--- config.mk ---
export PLATFORM = sky130hd
export DESIGN_NAME = rr_arb4_ctrl
export DESIGN_NICKNAME = d
export VERILOG_FILES = /design/src/rtl/rr_arb4_ctrl.sv
export SDC_FILE = /design/constraint.sdc
export NUM_CORES = 1
export LEC_CHECK = 0
export ABC_AREA = 1
export BUFFER_PORTS_ARGS = -buffer_cell sky130_fd_sc_hd__buf_2
export CELL_PAD_IN_SITES_DETAIL_PLACEMENT = 1
export CELL_PAD_IN_SITES_GLOBAL_PLACEMENT = 2
export CORE_ASPECT_RATIO = 0.5
export CORE_UTILIZATION = 21
export DETAILED_ROUTE_END_ITERATION = 7
export GPL_TIMING_DRIVEN = 0
export PLACE_DENSITY_LB_ADDON = 0.1
export REMOVE_ABC_BUFFERS = 1
export SKIP_LAST_GASP = 1
export SYNTH_ARGS = -nofsm -noshare
export SYNTH_HDL_FRONTEND = slang
export SYNTH_SLANG_ARGS = --single-unit
--- constraint.sdc ---
create_clock -name clk -period 1.6 [get_ports clk]
set_input_delay 0.16 -clock clk [delete_from_list [all_inputs] [get_ports clk]]
set_output_delay 0.16 -clock clk [all_outputs]
set_load 0.005 [all_outputs]
--- src/rtl/rr_arb4_ctrl.sv ---
// rr_arb4_ctrl: four-requester round-robin arbiter that drives the select of a
// shared 4x1 data mux and captures the winning word into a valid/ready output
// register. A new word may be loaded in the same edge the old one is popped.
// Optional feature macro: RR_ARB4_LOCK_EN adds a 'lock' input that keeps the
// current winner at top priority (pointer parks on the winner, not past it).
module rr_arb4_ctrl #(
    parameter int DATA_W = 8
) (
    input  logic                  clk,
    input  logic                  rst_n,
    input  logic [3:0]            req,
    input  logic [4*DATA_W-1:0]   req_data,
`ifdef RR_ARB4_LOCK_EN
    input  logic                  lock,
`endif
    output logic [3:0]            gnt,
    output logic                  out_valid,
    output logic [DATA_W-1:0]     out_data,
    output logic [1:0]            out_src,
    input  logic                  out_ready
);

    typedef enum logic {EMPTY = 1'b0, FULL = 1'b1} state_t;

    state_t              state_q, state_d;
    logic [1:0]          ptr_q, ptr_d;
    logic                valid_q, valid_d;
    logic [DATA_W-1:0]   data_q, data_d;
    logic [1:0]          src_q, src_d;

    logic                can_load;
    logic                found;
    logic [1:0]          winner;
    logic                load;
    logic                park;

    // Rotating-priority search: scan ptr, ptr+1, ptr+2, ptr+3; nearest wins
    always_comb begin
        logic [1:0] idx;
        found  = 1'b0;
        winner = ptr_q;
        idx    = ptr_q;
        for (int k = 3; k >= 0; k--) begin
            idx = ptr_q + 2'(k);
            if (req[idx]) begin
                found  = 1'b1;
                winner = idx;
            end
        end
    end

`ifdef RR_ARB4_LOCK_EN
    assign park = lock;
`else
    assign park = 1'b0;
`endif

    // Slot is free when empty or when the held word leaves this same edge;
    // grant is forced low while reset is asserted.
    assign can_load = (state_q == EMPTY) || out_ready;
    assign load     = can_load && found && rst_n;
    assign gnt      = load ? (4'b0001 << winner) : 4'b0000;

    // Next-state: load (possibly replacing a popped word), drain, or hold
    always_comb begin
        state_d = state_q;
        ptr_d   = ptr_q;
        valid_d = valid_q;
        data_d  = data_q;
        src_d   = src_q;
        if (load) begin
            state_d = FULL;
            valid_d = 1'b1;
            data_d  = req_data[winner*DATA_W +: DATA_W];
            src_d   = winner;
            ptr_d   = park ? winner : winner + 2'd1;
        end else if (state_q == FULL && out_ready) begin
            state_d = EMPTY;
            valid_d = 1'b0;
        end
    end

    // Controller state and registered outputs
    always_ff @(posedge clk or negedge rst_n) begin
        if (!rst_n) begin
            state_q <= EMPTY;
            ptr_q   <= 2'd0;
            valid_q <= 1'b0;
            data_q  <= '0;
            src_q   <= 2'd0;
        end else begin
            state_q <= state_d;
            ptr_q   <= ptr_d;
            valid_q <= valid_d;
            data_q  <= data_d;
            src_q   <= src_d;
        end
    end

    assign out_valid = valid_q;
    assign out_data  = data_q;
    assign out_src   = src_q;

endmodule
# Word-level counts from Yosys, hierarchy flattened
# Cells that the tools add are included.
# word_totals
reg_bits	13
inputBits	39
ram_bits	0
latch_bits	0
word_cells	39
memories	0
romBits	0
output_inout_bits	15
# op_classes
n_div	0
n_lt_le_gt_ge	4
n_addsub	4
n_bitwise	1
n_reduce_logical	5
muxes	19
n_mul	0
n_shift	2
eq_ne	0
# ops
cell	count
$shiftx 32x6->8	1
$lt 2x3->1 const B	4
$mux 1	10
$bmux 1 s2	4
$mux 2	4
$add 2x1->2 const B	2
$add 2x2->2 const B	2
$mux 4	1
$shl 1x2->4 const A	1
$logic_and 1x1->1	3
$reduce_bool 2->1	1
$logic_or 1x1->1	1
$not 1->1	1

# Depth between registers and ports, before layout
# Gate-level depths: netlist of run 1.
# depth
depth_word	10
ltp_mapped	16
ltp_nobuf	14

# Worst setup path after synthesis of run 1
# Ideal clock, no wire load.
# synth_path
path_kind	flip-flop to output port
from	reg ptr_q[0]
to	out gnt[3]
stages_incl_launch_ff	14
path_buffers	2
slack_ns	-0.087
arrival_time_ns	1.527
t_required_ns	1.440
cell_sequence	dfrtp_1 > buf_6 > inv_8 > nand2_2 > nand2_2 > nand2_2 > nand2_1 > inv_2 > nand2_4 > nand4_4 > nand2_4 > buf_12 > nand2_1 > nor2_1
# synth_between
elab_chain_len	10
word_cells_on_any_way	23
classes_between	3 x add/sub; 1 x shift; 17 x mux; 2 x reduce/logical
# synth_lines
item	line	source
start: declaration	26	logic [1:0] ptr_q, ptr_d;
start signal: assignment	93	ptr_q <= ptr_d;
$add 2x2->2	44	idx = ptr_q + 2'(k);
$bmux 1 s2	45	if (req[idx]) begin
$mux 1 (implied by the code)	45	
$mux 1 (4 in series)	45	
$logic_and 1x1->1 (2 in series)	61	assign load = can_load && found && rst_n;
$mux 4 (*)	62	assign gnt = load ? (4'b0001 << winner) : 4'b0000;
end: declaration	16	output logic [3:0] gnt,
# Mark *: on every way between the ends. The rest lies on a longest branch, timed or not. The select of a mux whose other input is x is not followed.

# Worst setup path after layout of run 1
# layout_path
from	reg ptr_q[0]
to	out gnt[0]
# The elaborated chain is that of the path after synthesis.

==> results.sh, run 1 <==
export IMPL_violations="setup timing"
export IMPL_slowest_delay_ns=0.49
export IMPL_crit_family="simple AND/OR/NAND/NOR gates"
export IMPL_synth_cells=164
export IMPL_firstDrtPassIters=4
export IMPL_synth_simple_gate_area_share_pct=57.0
export IMPL_clock_fmax_mhz=469
export IMPL_cts_tree="built"
export IMPL_async_flop_share_pct=100
export IMPL_power_leakage_nw=0.992
export IMPL_grt_first_pass_wirelength_mm=6.40
export IMPL_maxCapViolCount=0
export IMPL_cts_reportedPaths_clkPinSlew_ns=0.06
export IMPL_fin_crit_sh_pct=133
export IMPL_row_count=18
export IMPL_yosys_area_share_adder_pct=0
export IMPL_worstPathArrival_ns=1.97
export IMPL_drtIter0Drc=45
export IMPL_viasPerCell=4.38
export IMPL_endpoint_kind="output port"
export IMPL_finClkSkew_ns=0.000944
export IMPL_min_path_type="in -> reg"
export IMPL_synth_area_leaders="dfrtp_1 29%, nand3_1 22%, nand2_1 17%"
export IMPL_die_area_mm2=0.00559
export IMPL_min_from="out_ready"
export IMPL_drive_above_1_share_pct=55.0
export IMPL_grt_overflow_total=0
export IMPL_cp_max_fo=8
export IMPL_avgSynthCellArea_um2=6.76
export IMPL_grt_pass1_vias=1359
export IMPL_slew_violations=0
export IMPL_synthXorXnorAreaFrac_pct=0
export IMPL_p_per_area_mw_per_mm2=2600
export IMPL_synth_ff_type="dfrtp_1"
export IMPL_irDropWorstVdd_v=0.000678
export IMPL_clockBufferDepth=2
export IMPL_cts_root_buffer="clkbuf_8"
export IMPL_fp_dieH_um=53.4
export IMPL_die_x_um=105
export IMPL_synth_distinct_cells=20
export IMPL_yosysTopAreaCell="dfrtp_1"
export IMPL_relSlewSlack_pct=58.3
export IMPL_synth_top_family_by_area="simple AND/OR/NAND/NOR gates"
export IMPL_yosys_warnings=0
export IMPL_r2r_start="ptr_q[0]"
export IMPL_wirelength_mm=4.11
export IMPL_crit_type="reg -> out"
export IMPL_place_gp_congestion=0.703
export IMPL_muxShareOfSynthArea_pct=0
export IMPL_yosysMostFrequentCell="nand2_1"
export IMPL_grt_max_degree=17
export IMPL_insertion_delay_ns=0.25
export IMPL_final_cells=310
export IMPL_synth_edf_count=0
export IMPL_fin_area_mm2=0.00184
export IMPL_cp_start_kind="register"
export IMPL_antenna_found_initial=0
export IMPL_place_area_mm2=0.00140
export IMPL_synth_compound_area_share_pct=2.03
export IMPL_core_mm2=0.00500
export IMPL_tightest_slew_ns=0.623
export IMPL_numCtsBuffers=3
export IMPL_setup_viol=17
export IMPL_crit_chain="nand2_1, nand3_4, nand2_4, inv_2, buf_4, nand4_4, nand2_8, inv_2, nand2_1, nor2_1, buf_2"
export IMPL_yosysTopAreaCellShare_pct=29.3
export IMPL_nets=280
export IMPL_synth_area_mm2=0.00111
export IMPL_finalHoldViolations=0
export IMPL_start_util_pct=22.2
export IMPL_crit_buf_inv=4
export IMPL_remaining_drc_errors=0
export IMPL_dp_cells=280
export IMPL_min_period_ns=2.13
export IMPL_antenna_left=0
export IMPL_rsz0062_at_grt="yes"
export IMPL_num_vias=1359
export IMPL_area_delta_synth_final_pct=65.7
export IMPL_crit_required_ns=1.44
export IMPL_synth_commonest_cells="51 x nand2_1, 48 x nand3_1, 14 x nand2_2, 13 x dfrtp_1, 9 x inv_1"
export IMPL_yosysSeqAreaShare_pct=29.3
export IMPL_numClockSinks=13
export IMPL_critPathSlowestCell="dfrtp_2"
export IMPL_status="finished, violations left"
export IMPL_num_io_pins=54
export IMPL_grt_usage_pct=15.2
export IMPL_setup_slack_ns=-0.533
export IMPL_htree_levels=1
export IMPL_n_antenna_cell=0
export IMPL_startpoint="ptr_q[0]"
export IMPL_wl_per_cell_um=13.3
export IMPL_port_buffers=53
export IMPL_synth_seq_cells=13
export IMPL_place_hpwl_mm=2.61
-- timing repair --
action | CTS | global route
endpoints found under the hold margin | 13 | 0
endpoints found under the setup margin | 17 | 17
pin swaps | 14 | 15
resized for setup | 28 | 22
hold buffers | 1 | 0
setup buffers | 19 | 6
-- metal layers --
metal	track usage, %	wire length, um	vias up
met5	0	0	-
met4	2.82	8	0
met3	2.83	113	2
met2	28.5	2160	23
met1	18.6	1830	649
li1	-	-	685
-- worst paths after layout --
path	slack [ns]	end	depth (start not counted)
min	0.10	out_valid	2
min reg2reg	0.47	out_data[2]	2
min in group asynchronous	0.48	out_src[0]	2
max	-0.53	gnt[0]	11
max in group asynchronous	0.68	ptr_q[1]	2
max reg2reg	-0.40	out_data[4]	13
-- where the power goes --
part | internal (mW) | switching (mW) | leakage, nW | total, mW
logic | 1.62 | 2.21 | 0.810 | 3.83
registers | 0.504 | 0.138 | 0.157 | 0.642
clock network | 0.173 | 0.131 | 0.0255 | 0.304
-- cells by family after synthesis --
group / after synthesis
AOI/OAI and AO/OA: 4
DFF: 13
buffers and inverters: 23
and+or+nand+nor: 124
-- layout make-up --
| type | count | area, um2 |
|---|---|---|
| clock buffers | 3 | 41.3 |
| clock inverters | 1 | 5.00 |
| fillers | 645 | 3160 |
| inverters | 16 | 80.1 |
| multi-input cells | 128 | 806 |
| flip-flops and latches | 13 | 328 |
| well taps | 70 | 87.6 |
| repair buffers | 79 | 489 |
-- state kept, by name, indices dropped and copies added (netlist names) --
signal,flops
ptr_q,2
out_data,8
out_valid,1
out_src,2
-- cells in the final DEF (no fill, tap or decap), drive strengths merged --
cell type and instances:
nor3 2, inv 15, clkbuf 3, dlygate4sd3 1, nand2 68, dfrtp 13, nand3 50, nand4 1
o21ai 3, clkinv 2, buf 78, nor2 3, o211ai 1
-- metrics by stage --
| step | setup slack, ns | util, % | hold slack (ns) | TNS, ns | total power, mW |
|---|---|---|---|---|---|
| global placement | -1.14 | 28.0 | 0.0817 | -15.17 | 3.15 |
| detailed placement | -1.13 | 28.0 | 0.0773 | -15.16 | 3.18 |
| floorplan | -0.294 | - | -0.136 | -3.96 | 2.40 |
| CTS | -0.515 | 34.0 | 0.105 | -6.07 | 4.42 |
| finish | -0.533 | 36.7 | 0.102 | -6.17 | 4.77 |
| global route | -0.632 | 36.7 | 0.112 | -8.16 | 5.24 |
Note: power is estimated with default switching activity, not from simulation.
==> inputs of run 2 (changes only) <==
- CORE_UTILIZATION: 21 -> 25
- clock period: 1.6 -> 2.6 ns (I/O delays scaled with it)
==> run 2 against run 1 <==
  * The run now ends clean
  * Critical path depth unchanged
  * Global-route usage up 0.30 points
  * Total power shrank 54%
  * Clock skew increased by 0.0016 ns
  * Register-to-register slack improved by 0.92 ns
  * Non-clock buffer count is 21 lower
  * Routed wire length shrank 20%
  * Cell area is 19% lower
  * Critical path type unchanged
  * Largest cell class unchanged
==> results.sh, run 2 (synthesis gave the netlist of run 1 again) <==
export IMPL_r2r_end="out_data[2]"
export IMPL_fin_area_mm2=0.00149
export IMPL_num_io_pins=54
export IMPL_rsz0062_at_grt="no"
export IMPL_htree_levels=1
export IMPL_crit_required_ns=2.34
export IMPL_viasPerCell=4.62
export IMPL_slowest_delay_ns=0.50
export IMPL_numClockSinks=13
export IMPL_die_area_mm2=0.00472
export IMPL_start_util_pct=27.3
export IMPL_status="completed"
export IMPL_irDropWorstVdd_v=0.000406
export IMPL_area_delta_synth_final_pct=34.1
export IMPL_antenna_left=0
export IMPL_firstDrtPassIters=4
export IMPL_crit_family="simple AND/OR/NAND/NOR gates"
export IMPL_grt_max_degree=18
export IMPL_grt_pass1_vias=1263
export IMPL_worstPathArrival_ns=2.12
export IMPL_clockBufferDepth=2
export IMPL_grt_overflow_total=0
export IMPL_core_mm2=0.00406
export IMPL_crit_buf_inv=5
export IMPL_hold_depth=2
export IMPL_layout_commonest_cell="buf_2"
export IMPL_finClkSkew_ns=0.00257
export IMPL_n_antenna_cell=0
export IMPL_clock_fmax_mhz=421
export IMPL_path_depth=11
export IMPL_grt_first_pass_wirelength_mm=5.70
export IMPL_crit_type="reg -> out"
export IMPL_die_x_um=96.2
export IMPL_min_path_type="in -> reg"
export IMPL_cp_max_fo=17
export IMPL_fin_crit_sh_pct=91.5
export IMPL_place_area_mm2=0.00138
export IMPL_reg2reg_slack_ns=0.52
export IMPL_r2r_start="ptr_q[0]"
export IMPL_antenna_found_initial=0
export IMPL_wirelength_mm=3.30
export IMPL_utilization_pct=36.6
export IMPL_slew_violations=0
export IMPL_p_total_mw=2.21
export IMPL_tightest_slew_ns=0.362
export IMPL_place_gp_congestion=0.680
export IMPL_numCtsBuffers=3
export IMPL_setup_slack_ns=0.222
export IMPL_power_leakage_nw=0.841
export IMPL_insertion_delay_ns=0.25
export IMPL_startpoint="ptr_q[0]"
export IMPL_worst_r2r_cell_count=12
export IMPL_cts_tree="built"
export IMPL_cts_root_buffer="clkbuf_8"
export IMPL_min_period_ns=2.38
export IMPL_drive_above_1_share_pct=42.0
export IMPL_nets=259
export IMPL_n_fill_cell=550
export IMPL_layout_common_cells="53 x buf_2, 50 x nand2_1, 48 x nand3_1"
export IMPL_hold_ws_ns=0.209
export IMPL_port_buffers=53
export IMPL_wl_per_cell_um=12.1
export IMPL_crit_path_end="gnt[2]"
export IMPL_cts_reportedPaths_clkPinSlew_ns=0.05
export IMPL_endpoint_kind="output port"
export IMPL_largest_reg_flops=8
export IMPL_remaining_drc_errors=0
export IMPL_row_count=16
export IMPL_cp_start_kind="register"
export IMPL_p_per_area_mw_per_mm2=1490
export IMPL_relSlewSlack_pct=75.9
export IMPL_grt_usage_pct=15.5
export IMPL_crit_chain="inv_8, nand2_1, nand3_1, nand2_1, inv_2, nand4_4, nand2_8, inv_1, nand3_1, inv_1, buf_2"
export IMPL_drtIter0Drc=32
export IMPL_maxCapViolCount=0
export IMPL_critPathSlowestCell="dfrtp_2"
export IMPL_fp_dieH_um=49.1
export IMPL_setup_viol=0
export IMPL_pre_cts_ws_ns=-0.134
export IMPL_finalHoldViolations=0
export IMPL_place_hpwl_mm=2.46
export IMPL_num_vias=1261
run 2: cell types whose count changed in the layout (fill, tap and decap cells not counted), sizes merged:
cell / change
clkinv: -1
inv: +1
buf: -21
run 2: what timing repair did:
action                                 CTS  global route
setup endpoints to repair                4             2
endpoints found under the hold margin   13             0
hold buffers                             1             0
pin swaps                                2             0
buffers inserted                         4             0
gates resized for setup                  3             3
run 2: how the worst min path moves through the flow:
| stage | start | to | slack, ns |
|---|---|---|---|
| finish | out_ready | out_valid | 0.21 |
| global route | out_ready | out_valid | 0.24 |
| CTS | out_ready | out_valid | 0.21 |
| detailed placement | rst_n | out_valid | 0.17 |
| global placement | rst_n | out_valid | 0.18 |
| floorplan | rst_n | out_data[0] | -0.04 |
run 2: per-stage QoR:
step           std cells  TNS, ns
2_1_floorplan        157        0
3_5_place_dp         264   -0.182
4_1_cts              273        0
6_report             273        0
5_1_grt              273        0
3_3_place_gp         264   -0.303
run 2: cell type report:
class                   instances  area (um2)  area share (%)
flip-flops and latches         13         327            22.0
clock buffers                   3        41.3            2.78
inverters                      16        70.1            4.71
repair buffers                 58         305            20.5
clock inverters                 1        5.00           0.337
multi-input cells             128         671            45.1
well taps                      54        67.6            4.55
run 2: power breakdown:
part	internal, mW	switching (mW)	total (mW)	leakage, nW
clock network	0.106	0.0758	0.182	0.0255
logic	0.591	1.05	1.64	0.657
registers	0.309	0.0875	0.396	0.158
run 2: routing by layer:
layer	global-route usage (%)	wire length, um	vias to the layer above
li1	-	-	643
met1	19.8	1550	588
met2	27.0	1590	27
met3	3.58	152	3
met4	2.24	6	0
met5	0	0	-
==> inputs of run 3 (changes only) <==
- CELL_PAD_IN_SITES_DETAIL_PLACEMENT: 1 -> not set
- CELL_PAD_IN_SITES_GLOBAL_PLACEMENT: 2 -> not set
- CORE_ASPECT_RATIO: 0.5 -> not set
- CORE_UTILIZATION: 25 -> 49
- PLACE_DENSITY: not set -> 0.84
- PLACE_DENSITY_LB_ADDON: 0.1 -> not set
==> run 3 against run 2 <==
  * Register-to-register slack worse by 0.10 ns
  * Global-route usage is 12 points higher
  * Sequential share of layout area is 0.61 points higher
  * Largest power group unchanged
  * Highest routed layer unchanged
==> results.sh, run 3 (synthesis gave the netlist of run 1 again) <==
export IMPL_cp_max_fo=12
export IMPL_numClockSinks=13
export IMPL_layout_commonest_cell="buf_2"
export IMPL_seq_power_share_pct=18.1
export IMPL_antenna_found_initial=0
export IMPL_num_vias=1289
export IMPL_maxCapViolCount=0
export IMPL_reg2reg_slack_ns=0.42
export IMPL_multiInputGateArea_um2=671
export IMPL_remaining_drc_errors=0
export IMPL_drive_above_1_share_pct=42.1
export IMPL_n_antenna_cell=0
export IMPL_crit_family="simple AND/OR/NAND/NOR gates"
export IMPL_area_delta_synth_final_pct=30.5
export IMPL_setup_viol=0
export IMPL_worst_r2r_cell_count=12
export IMPL_place_gp_congestion=0.855
export IMPL_core_mm2=0.00204
export IMPL_r2r_end="out_data[4]"
export IMPL_worstPathArrival_ns=2.22
export IMPL_die_x_um=49.6
export IMPL_min_period_ns=2.48
export IMPL_min_from="out_ready"
export IMPL_slowest_delay_ns=0.51
export IMPL_crit_buf_inv=5
export IMPL_antenna_left=0
export IMPL_p_int_mw=0.968
export IMPL_slew_violations=0
export IMPL_grt_usage_pct=27.1
export IMPL_grt_overflow_total=0
export IMPL_hold_depth=2
export IMPL_min_path_type="in -> reg"
export IMPL_viasPerCell=5.20
export IMPL_fp_dieH_um=49.6
export IMPL_finClkSkew_ns=0.00782
export IMPL_n_fill_cell=204
export IMPL_crit_type="reg -> out"
export IMPL_final_setup_tns_ns=0
export IMPL_die_area_mm2=0.00246
export IMPL_row_count=16
export IMPL_fin_crit_sh_pct=95.5
export IMPL_port_buffers=53
export IMPL_endpoint_kind="output port"
export IMPL_place_hpwl_mm=2.17
export IMPL_clockBufferDepth=2
export IMPL_status="completed"
export IMPL_critPathSlowestCell="dfrtp_2"
export IMPL_r2r_start="ptr_q[0]"
export IMPL_p_total_mw=2.16
export IMPL_irDropWorstVdd_v=0.000890
export IMPL_cts_root_buffer="clkbuf_4"
export IMPL_grt_max_degree=20
export IMPL_start_util_pct=54.3
export IMPL_pwr_share_clk_pct=6.0
export IMPL_clock_fmax_mhz=403
export IMPL_drtIter0Drc=18
export IMPL_ff_latch_area_um2=327
export IMPL_holdPathEnd="out_valid"
export IMPL_finalHoldViolations=0
export IMPL_largest_reg_flops=8
export IMPL_p_per_area_mw_per_mm2=1500
export IMPL_nets=261
export IMPL_grt_pass1_vias=1279
export IMPL_firstDrtPassIters=4
export IMPL_crit_required_ns=2.34
export IMPL_layout_common_cells="53 x buf_2, 50 x nand2_1, 48 x nand3_1"
export IMPL_htree_levels=1
export IMPL_grt_first_pass_wirelength_mm=5.18
export IMPL_crit_chain="inv_8, nand2_1, nand3_1, nand2_1, inv_2, nand3_1, nand2_4, clkinv_2, nand3_1, inv_1, buf_2"
export IMPL_swShare_pct=55.3
export IMPL_startpoint="ptr_q[0]"
export IMPL_tightest_slew_ns=0.361
export IMPL_relSlewSlack_pct=75.8
export IMPL_cp_start_kind="register"
export IMPL_p_switching_mw=1.20
export IMPL_power_leakage_nw=0.840
export IMPL_num_io_pins=54
export IMPL_cts_reportedPaths_clkPinSlew_ns=0.09
export IMPL_numCtsBuffers=3
export IMPL_insertion_delay_ns=0.28
export IMPL_comb_power_share_pct=75.9
export IMPL_cts_tree="built"
export IMPL_wirelength_mm=3.04
export IMPL_wl_per_cell_um=12.2
export IMPL_cpMostUsedCell="nand3_1"
-- run 3: cell types whose count changed in the layout (fill, tap and decap cells not counted), sizes merged --
cell | before | now
buf | 57 | 59
clkbuf | 3 | 4
inv | 16 | 15
-- run 3: per-stage QoR --
step | utilization, % | hold WS (ns) | area (um2) | setup slack, ns | cells
2_1_floorplan | - | -0.0356 | 1050 | 0.619 | 157
3_3_place_gp | 65.9 | 0.166 | 1350 | 0.136 | 237
3_5_place_dp | 65.9 | 0.170 | 1350 | 0.0938 | 237
4_1_cts | 67.8 | 0.182 | 1390 | 0.0233 | 242
5_1_grt | 70.8 | 0.211 | 1450 | -0.0191 | 248
6_report | 70.8 | 0.177 | 1450 | 0.117 | 248
-- run 3: layer usage --
| layer | vias to the layer above | part of all wire [%] | global-route usage (%) |
|---|---|---|---|
| met1 | 583 | 41 | 29.1 |
| met4 | 0 | 1.3 | 13.8 |
| met3 | 6 | 5.7 | 3.09 |
| met5 | - | 0 | 0 |
| met2 | 51 | 52 | 51.1 |
| li1 | 649 | - | - |
-- run 3: area by class of cell --
cell class | instances | share of cell area, %
multi-input combinational | 128 | 46.4
clock buffer | 4 | 1.82
tap | 27 | 2.34
timing repair buffer | 60 | 22.1
sequential | 13 | 22.6
inverter | 16 | 4.76
-- run 3: how the worst max path moves through the flow --
stage / depth (start not counted) / end / slack [ns]
after global placement: 12 / gnt[2] / 0.14
final: 11 / gnt[2] / 0.12
after global routing: 11 / gnt[2] / -0.02
after floorplan: 11 / gnt[2] / 0.62
after CTS: 11 / gnt[2] / 0.02
after detailed placement: 10 / gnt[2] / 0.09
-- run 3: timing repair --
action | in CTS | in global routing
buffers inserted | 0 | 6
gates resized for setup | 2 | 3
hold buffers | 1 | 0
setup endpoints to repair | 2 | 4
hold endpoints to repair | 13 | 0
pin swaps | 0 | 3
-- run 3: power groups by stage --
stage	logic, mW	registers (mW)	clock network (mW)
final	1.64	0.392	0.131
after global routing	1.85	0.406	0.139
after CTS	1.48	0.390	0.128
after detailed placement	1.47	0.392	0
after global placement	1.40	0.387	0
after floorplan	1.08	0.394	0
